File: config.mk
export PLATFORM = sky130hd
export DESIGN_NAME = cdb_wb_scheduler
export DESIGN_NICKNAME = d
export VERILOG_FILES = /design/src/rtl/cdb_wb_scheduler.sv
export SDC_FILE = /design/constraint.sdc
export NUM_CORES = 1
export LEC_CHECK = 0
export ABC_AREA = 1
export CAP_MARGIN = 20
export CORE_AREA = 2 2 118 120
export DETAILED_ROUTE_END_ITERATION = 10
export DIE_AREA = 0 0 120 122
export GPL_ROUTABILITY_DRIVEN = 1
export HOLD_SLACK_MARGIN = 0.08
export PLACE_DENSITY = 0.73
export SETUP_SLACK_MARGIN = 0.1
export SLEW_MARGIN = 5
export SYNTH_ARGS = -nofsm -noshare
export SYNTH_HDL_FRONTEND = slang
export SYNTH_SLANG_ARGS = --single-unit
File: constraint.sdc
create_clock -name clock -period 18 [get_ports clock]
set_input_delay 5.4 -clock clock [delete_from_list [all_inputs] [get_ports clock]]
set_output_delay 5.4 -clock clock [all_outputs]
set_load 0.01 [all_outputs]
File: src/rtl/cdb_wb_scheduler.sv
// Writeback-slot scheduler for the two CDB lanes: grants future writeback slots at
// issue time, tracks them in a shifting reservation table and drives lane ownership.
module cdb_wb_scheduler #(
  parameter int HORIZON = 8,
  parameter int LAT_W   = $clog2(HORIZON + 1)
) (
  input  logic                               clock,
  input  logic                               reset,
  input  logic [3:0]                         req_valid,
  input  logic [4*LAT_W-1:0]                 req_lat,
  input  logic [3:0]                         req_thread,
  input  logic                               mispredict_0,
  input  logic                               mispredict_1,
  output logic [3:0]                         grant,
  output logic [3:0]                         grant_lane,
  output logic [1:0]                         wb_valid,
  output logic [3:0]                         wb_src,
  output logic [1:0]                         wb_thread,
  output logic [$clog2(2*HORIZON+1)-1:0]     slots_used,
  output logic                               lat_err
);

  localparam int CNT_W = $clog2(2*HORIZON + 1);

  // slot[d] holds the writebacks due d cycles from now, one bit/field per lane
  logic [1:0] slot_valid  [HORIZON];
  logic [1:0] slot_thread [HORIZON];
  logic [1:0] slot_src    [HORIZON][2];

  logic [1:0] nxt_valid   [HORIZON];
  logic [1:0] nxt_thread  [HORIZON];
  logic [1:0] nxt_src     [HORIZON][2];
  logic [CNT_W-1:0] nxt_count;

  logic [LAT_W-1:0] lat [4];
  logic [3:0]       legal;
  logic [1:0]       squash;
  logic [1:0]       occ [HORIZON+1];
  logic [1:0]       idx;

  assign squash = {mispredict_1, mispredict_0};

  always_comb begin
    for (int unsigned i = 0; i < 4; i++) begin
      lat[i]   = req_lat[i*LAT_W +: LAT_W];
      legal[i] = (lat[i] != '0) && (lat[i] <= LAT_W'(HORIZON));
    end
  end

  assign lat_err = |(req_valid & ~legal);

  // Grants are resolved in fixed priority (mult, branch, ALU0, ALU1); occ carries
  // the table occupancy merged with grants already made this cycle.
  always_comb begin
    grant      = '0;
    grant_lane = '0;
    idx        = '0;
    for (int unsigned d = 0; d < HORIZON; d++)
      occ[d] = slot_valid[d];
    occ[HORIZON] = '0;
    for (int unsigned p = 0; p < 4; p++) begin
      idx = 2'(p + 2);
      if (!reset && req_valid[idx] && legal[idx] && !squash[req_thread[idx]]
          && occ[lat[idx]] != 2'b11) begin
        grant[idx]                    = 1'b1;
        grant_lane[idx]               = occ[lat[idx]][0];
        occ[lat[idx]][grant_lane[idx]] = 1'b1;
      end
    end
  end

  always_comb begin
    for (int unsigned d = 0; d < HORIZON - 1; d++) begin
      nxt_valid[d]  = slot_valid[d+1];
      nxt_thread[d] = slot_thread[d+1];
      nxt_src[d][0] = slot_src[d+1][0];
      nxt_src[d][1] = slot_src[d+1][1];
    end
    nxt_valid[HORIZON-1]  = '0;
    nxt_thread[HORIZON-1] = '0;
    nxt_src[HORIZON-1][0] = '0;
    nxt_src[HORIZON-1][1] = '0;

    // A latency-L grant targets slot[L] before the shift, i.e. slot[L-1] after it
    for (int unsigned i = 0; i < 4; i++) begin
      for (int unsigned d = 0; d < HORIZON; d++) begin
        if (grant[i] && lat[i] == LAT_W'(d + 1)) begin
          nxt_valid[d][grant_lane[i]]  = 1'b1;
          nxt_thread[d][grant_lane[i]] = req_thread[i];
          nxt_src[d][grant_lane[i]]    = 2'(i);
        end
      end
    end

    nxt_count = '0;
    for (int unsigned d = 0; d < HORIZON; d++) begin
      for (int unsigned k = 0; k < 2; k++) begin
        if (squash[nxt_thread[d][k]])
          nxt_valid[d][k] = 1'b0;
        nxt_count = nxt_count + CNT_W'(nxt_valid[d][k]);
      end
    end
  end

  always_ff @(posedge clock) begin
    if (reset) begin
      for (int unsigned d = 0; d < HORIZON; d++) begin
        slot_valid[d]  <= '0;
        slot_thread[d] <= '0;
        slot_src[d][0] <= '0;
        slot_src[d][1] <= '0;
      end
      slots_used <= '0;
    end else begin
      for (int unsigned d = 0; d < HORIZON; d++) begin
        slot_valid[d]  <= nxt_valid[d];
        slot_thread[d] <= nxt_thread[d];
        slot_src[d][0] <= nxt_src[d][0];
        slot_src[d][1] <= nxt_src[d][1];
      end
      slots_used <= nxt_count;
    end
  end

  always_comb begin
    for (int unsigned k = 0; k < 2; k++)
      wb_valid[k] = slot_valid[0][k] & ~squash[slot_thread[0][k]];
  end

  assign wb_src    = {slot_src[0][1], slot_src[0][0]};
  assign wb_thread = slot_thread[0];

endmodule

==> results.toml, run 1 <==
[cells_and_area]
finalCoreUtilization_pct = 50.2
multi_input_area_um2 = 3810
diodes = 0
nets = 1031
area_growth_pct = 14.4
seq_area_um2 = 1380
drive_gt1_share_pct = 10.5
n_fill_cell = 1488

[synth]
yosys-top-cells-area = "dfxtp_1 23%, nand2_1 15%, nand3_1 9.0%, nor2_1 8.4%, inv_1 7.9%"
syn-num-nets = 998
synth-adder-area-share_pct = 4.43
ys.warnings.count = 0
synth_top_family_by_area = "simple AND/OR/NAND/NOR gates"
synth_enable_flop_cells = 0
ys_types = 47
yosys.area_share.simple_pct = 48.6
yosysSeqAreaShare_pct = 23.3
synthCells = 955
ys.flop_type = "dfxtp_1"
synth_most_common_cell = "nand2_1"
synth_xor_area_share_pct = 0
synth_top_area_share_pct = 23.3
synth.area.mux_share_pct = 0.358
synth-async-reset-ratio_pct = 0
netlist_area_um2 = 5930
synth_compound_area_share_pct = 10.8
yosysTopAreaCell = "dfxtp_1"
synth.avg_cell_area_um2 = 6.21
synth-seq-cells = 69
yosys-top-cells-count = "237 x nand2_1, 132 x nor2_1, 125 x inv_1, 107 x nand3_1, 69 x dfxtp_1"

[floorplan]
initial_core_util_pct = 43.9
row_count = 43
ios = 50
core-area_um2 = 13500
dieArea_um2 = 14600
fp.dieH_um = 122
die_w_um = 120

[global_route]
grt_pass1_vias = 6037
grt_max_degree = 63
grt_pass1_wl_um = 35200
overflow = 0
track_usage_pct = 32.3
antenna_found_initial = 0

[worst_setup_path]
required_ns = 12.60
worstSetupPathType = "in2out"
max_stage_delay_ns = 0.70
cp-start-kind = "input port"
crit_slowest_cell = "clkdlybuf4s50_1"
crit_family = "simple AND/OR/NAND/NOR gates"
end_kind = "primary output"
critPathBufInv = 6
critPathArrivalTime_ns = 10.67
critPathMostFrequentCell = "nand2_1"
path_max_fanout = 15

[min_path]
hp-class = "reg2reg"

[power]
switching_power_mw = 0.121
power_frac_comb_pct = 16.4
p_clk_share_pct = 45.8
peakVddDrop_v = 0.0000359
p_seq_share_pct = 37.8
power_density_nw_per_um2 = 60.5
swShare_pct = 29.4
p_int_mw = 0.290
leakage_nw = 3.31

[placement]
io_buffers = 49
dp.final_hpwl_um = 18800
gp_congestion = 1.05

[cts]
cts_setup_buffers = 0
cts_made_buffers = 9
post_cts_resize_count = 0
clock_path_buffers = 2
cts.sink_count = 69
holdBufCountCts = 0
htreeDepth = 3
root_buffer = "clkbuf_16"
cts_tree = "done"
worstSkewPairLatency_ns = 0.36
path_clk_slew_ns = 0.05

[routing]
vias = 6759
viasPerCell = 5.76
dr.pass1.iters = 5
route.antenna.remaining_nets = 0
wl_per_cell_um = 19.7
wirelength_um = 23100
drc = 0
drt-initial-drc-count = 1115

[run]
cap_violations = 0

[sta]
fin_setup_tns_ns = 0
worst_pin_slew_ns = 0.729
slew_headroom_pct = 51.4
hold_viol_final = 0
fin_crit_ns = 16.07
fin_crit_sh_pct = 89.3
setup-violations-final = 0
fin_skew_ns = 0.00791
grt_setup_unrepaired = "false"
drv_slew = 0
fmax_mhz = 62.2

[outcome]
outcome = "completed"
layer usage:
| metal | share of wire [%] | wire (um) | vias up | track usage, % |
|---|---|---|---|---|
| met5 | 0 | 0 | - | 0 |
| met4 | 3.8 | 871 | 0 | 11.7 |
| met3 | 12 | 2670 | 66 | 7.40 |
| met2 | 43 | 9910 | 410 | 49.8 |
| met1 | 42 | 9700 | 3104 | 44.1 |
| li1 | - | - | 3179 | - |
through the flow:
stage / instance area, um^2 / hold slack (ns) / instances / worst slack, ns / total power, mW
floorplan: 5930 / 0.445 / 955 / 4.26 / 0.203
finish: 6790 / 0.484 / 1173 / 1.93 / 0.411
detailed placement: 6470 / 0.469 / 1157 / 2.05 / 0.224
CTS: 6790 / 0.480 / 1173 / 2.05 / 0.410
global route: 6790 / 0.504 / 1173 / 1.38 / 0.423
global placement: 6470 / 0.458 / 1157 / 2.11 / 0.224
flip-flops by register name (all words and copies together) (netlist names):
register     flops
slots_used       5
slot_valid      16
slot_src        32
slot_thread     16
tightest hold or removal path, stage by stage (launching register included):
cell and delay (ns):
dfxtp_1 0.30, nand3_1 0.07, a31oi_1 0.07
power groups by stage:
stage / clock network, mW / logic (mW) / registers, mW
after floorplan: 0 / 0.0447 / 0.158
after global placement: 0 / 0.0654 / 0.159
after detailed placement: 0 / 0.0656 / 0.159
after CTS: 0.189 / 0.0658 / 0.155
after global routing: 0.195 / 0.0729 / 0.155
final: 0.188 / 0.0674 / 0.155
path summary, 6_finish.rpt:
kind                    start               to  slack, ns  cells past startpoint
max                req_lat[8]         grant[1]       1.93                     29
min            slot_src[1][1]  slot_src[0][13]       0.48                      2
max reg2reg  slot_valid[0][8]    slots_used[4]      10.01                     41
min reg2reg    slot_src[1][1]  slot_src[0][13]       0.48                      2
cells by family (layout without fill, tap and decap cells):
logic type | Yosys count | after routing
muxes | 2 | 2
AOI/OAI and AO/OA | 108 | 108
adders and majority gates | 15 | 15
buffers and inverters | 172 | 210
DFF | 69 | 69
and+or+nand+nor | 589 | 589
area by class of cell:
| cell class | count | area share, % |
|---|---|---|
| Inverter | 139 | 7.73 |
| Clock buffer | 11 | 3.72 |
| Multi-Input combinational cell | 714 | 56.2 |
| Tap cell | 180 | 3.32 |
| Clock inverter | 5 | 0.867 |
| Sequential cell | 69 | 20.4 |
| Timing Repair Buffer | 55 | 7.82 |
cells in the final DEF, fill, tap and decap left out, types with 7 or more instances in the layout:
master and n:
clkdlybuf4s50_1 48, fa_1 10, nor2_1 132, inv_2 12, dfxtp_1 69, o21ai_1 15
clkbuf_16 9, nand2_4 7, nand2_1 237, inv_1 125, nand2_2 10, nor2_2 7
a31oi_1 13, nand3_1 107, nand3_2 13, a21oi_1 38, o21ai_0 16, nand4_1 42
o22ai_1 9, nand4_2 10
Power figures use the tool's default switching activity.
==> inputs of run 2 (changes only) <==
- CORE_AREA: 2 2 118 120 -> 2 2 125 114
- DIE_AREA: 0 0 120 122 -> 0 0 127 116
- clock period: 18 -> 19.7 ns (I/O delays scaled with it)
==> run 2 against run 1 <==
Against the previous run: total power decreased by 9.0%; first-iteration DRC count down 0.81%; register-to-register slack improved by 1.7 ns; flip-flop and latch count did not move; non-clock buffer count unchanged; final cell count shrank 1.0%; wire length grew 3.0%; sequential share of layout area up 0.075 points; sequential power down 8%; critical path type unchanged; largest power group unchanged.
==> results.toml, run 2 (synthesis gave the netlist of run 1 again) <==
[global_route]
grt_pass1_vias = 5914
grt_max_degree = 63
grt_pass1_wl_um = 35200
track_usage_pct = 32.7
antenna_found_initial = 0
overflow = 0

[worst_setup_path]
worstSetupPathType = "in2out"
path_max_fanout = 15
rr_worst_depth = 41
critPathMostFrequentCell = "nand2_1"
rrSetupSlack_ns = 11.75
crit_slowest_cell = "clkdlybuf4s50_1"
cp-start-kind = "input port"
critPathArrivalTime_ns = 11.28
reg2reg_from = "slot_valid[0][2]"
end_kind = "primary output"
crit-reg2reg-capture = "slots_used[4]"
max_stage_delay_ns = 0.69
required_ns = 13.79

[sta]
drv_slew = 0
setup-violations-final = 0
fin_crit_ns = 17.19
slew_headroom_pct = 50.3
post-route-worst-setup-slack_ns = 2.51
fmax_mhz = 58.2
worst_pin_slew_ns = 0.745
hold_viol_final = 0
grt_setup_unrepaired = "false"
fin_setup_tns_ns = 0
fin_skew_ns = 0.00417
fin_hold_ws_ns = 0.475
fin_crit_sh_pct = 87.2

[placement]
pre_cts_slack_ns = 2.67
gp_congestion = 1.03
dp.final_hpwl_um = 19400
io_buffers = 49
dpl_cell_area_um2 = 6460

[min_path]
holdPathStages = 2
min_to = "slot_src[1][7]"
hp-class = "reg2reg"
hp-start = "slot_src[1][11]"

[cells_and_area]
largest_register_ffs = 32
largestRegisters = "slot_src: 32 flops, slot_thread: 16 flops, slot_valid: 16 flops"
drive_gt1_share_pct = 10.4
diodes = 0
mostFrequentLayoutCell = "nand2_1"
n_fill_cell = 1413
seq_area_um2 = 1380
area_growth_pct = 13.9
regMostFlops = "slot_src"
nets = 1031
multi_input_area_um2 = 3810
layout_common_cells = "237 x nand2_1, 132 x nor2_1, 125 x inv_1, 107 x nand3_1, 69 x dfxtp_1"
fin_area_um2 = 6760

[floorplan]
initial_core_util_pct = 44.6
die_w_um = 127
row_count = 40
dieArea_um2 = 14700
core-area_um2 = 13300
ios = 50
fp.dieH_um = 116

[cts]
holdBufCountCts = 0
post_cts_resize_count = 0
htreeDepth = 3
cts.sink_count = 69
cts_made_buffers = 9
root_buffer = "clkbuf_16"
cts_tree = "done"
worstSkewPairLatency_ns = 0.35
clock_path_buffers = 2
cts_setup_buffers = 0
path_clk_slew_ns = 0.06

[routing]
wl_per_cell_um = 20.5
drc = 0
vias = 6698
route.antenna.remaining_nets = 0
drt-initial-drc-count = 1106
wirelength_um = 23800
viasPerCell = 5.77
dr.pass1.iters = 8

[power]
peakVddDrop_v = 0.0000402
power_density_nw_per_um2 = 55.3
leakage_nw = 3.30

[run]
cap_violations = 0

[outcome]
outcome = "completed"
-- run 2: power by group --
part | switching, mW | internal (mW) | total [mW]
clock | 0.0677 | 0.102 | 0.170
sequential | 0.000727 | 0.141 | 0.142
combinational | 0.0431 | 0.0191 | 0.0622
-- run 2: worst max path at each step --
stage | cells after the start | start | to
detailed placement | 29 | req_lat[8] | grant[1]
finish | 29 | req_lat[8] | grant[1]
floorplan | 30 | reset | grant[1]
global route | 31 | req_lat[8] | grant[1]
global placement | 29 | req_lat[8] | grant[1]
CTS | 29 | req_lat[8] | grant[1]
-- run 2: layout make-up --
cell class	instances	share of cell area, %
Clock buffer	11	3.59
Clock inverter	5	0.870
Inverter	139	7.75
Multi-Input combinational cell	714	56.4
Sequential cell	69	20.4
Tap cell	168	3.11
Timing Repair Buffer	55	7.85
-- run 2: stage by stage --
| stage | cells | util (%) | power, mW |
|---|---|---|---|
| 2_1_floorplan | 955 | - | 0.186 |
| 3_3_place_gp | 1145 | 48.5 | 0.206 |
| 3_5_place_dp | 1145 | 48.5 | 0.206 |
| 4_1_cts | 1161 | 50.8 | 0.375 |
| 5_1_grt | 1161 | 50.8 | 0.386 |
| 6_report | 1161 | 50.8 | 0.374 |
-- run 2: critical path: cells and delay by family --
family,cells,cell delay (ns)
AO/OA/AOI/OAI,5,0.57
buffers and inverters,6,1.95
AND/OR/NAND/NOR,18,2.81
-- run 2: per-layer routing --
layer	part of all wire, %	global-route usage (%)	wire length (um)	vias up
met5	0.21	3.92	51	-
met4	2.5	9.08	599	2
met3	12	8.22	2970	43
met2	42	50.0	10100	414
met1	42	45.7	10100	3067
li1	-	-	-	3172
==> inputs of run 3 (changes only) <==
- CTS_CLUSTER_SIZE: not set -> 24
==> results of run 3 <==
Same layout as run 2: the final DEF is identical, and so are final timing and power.
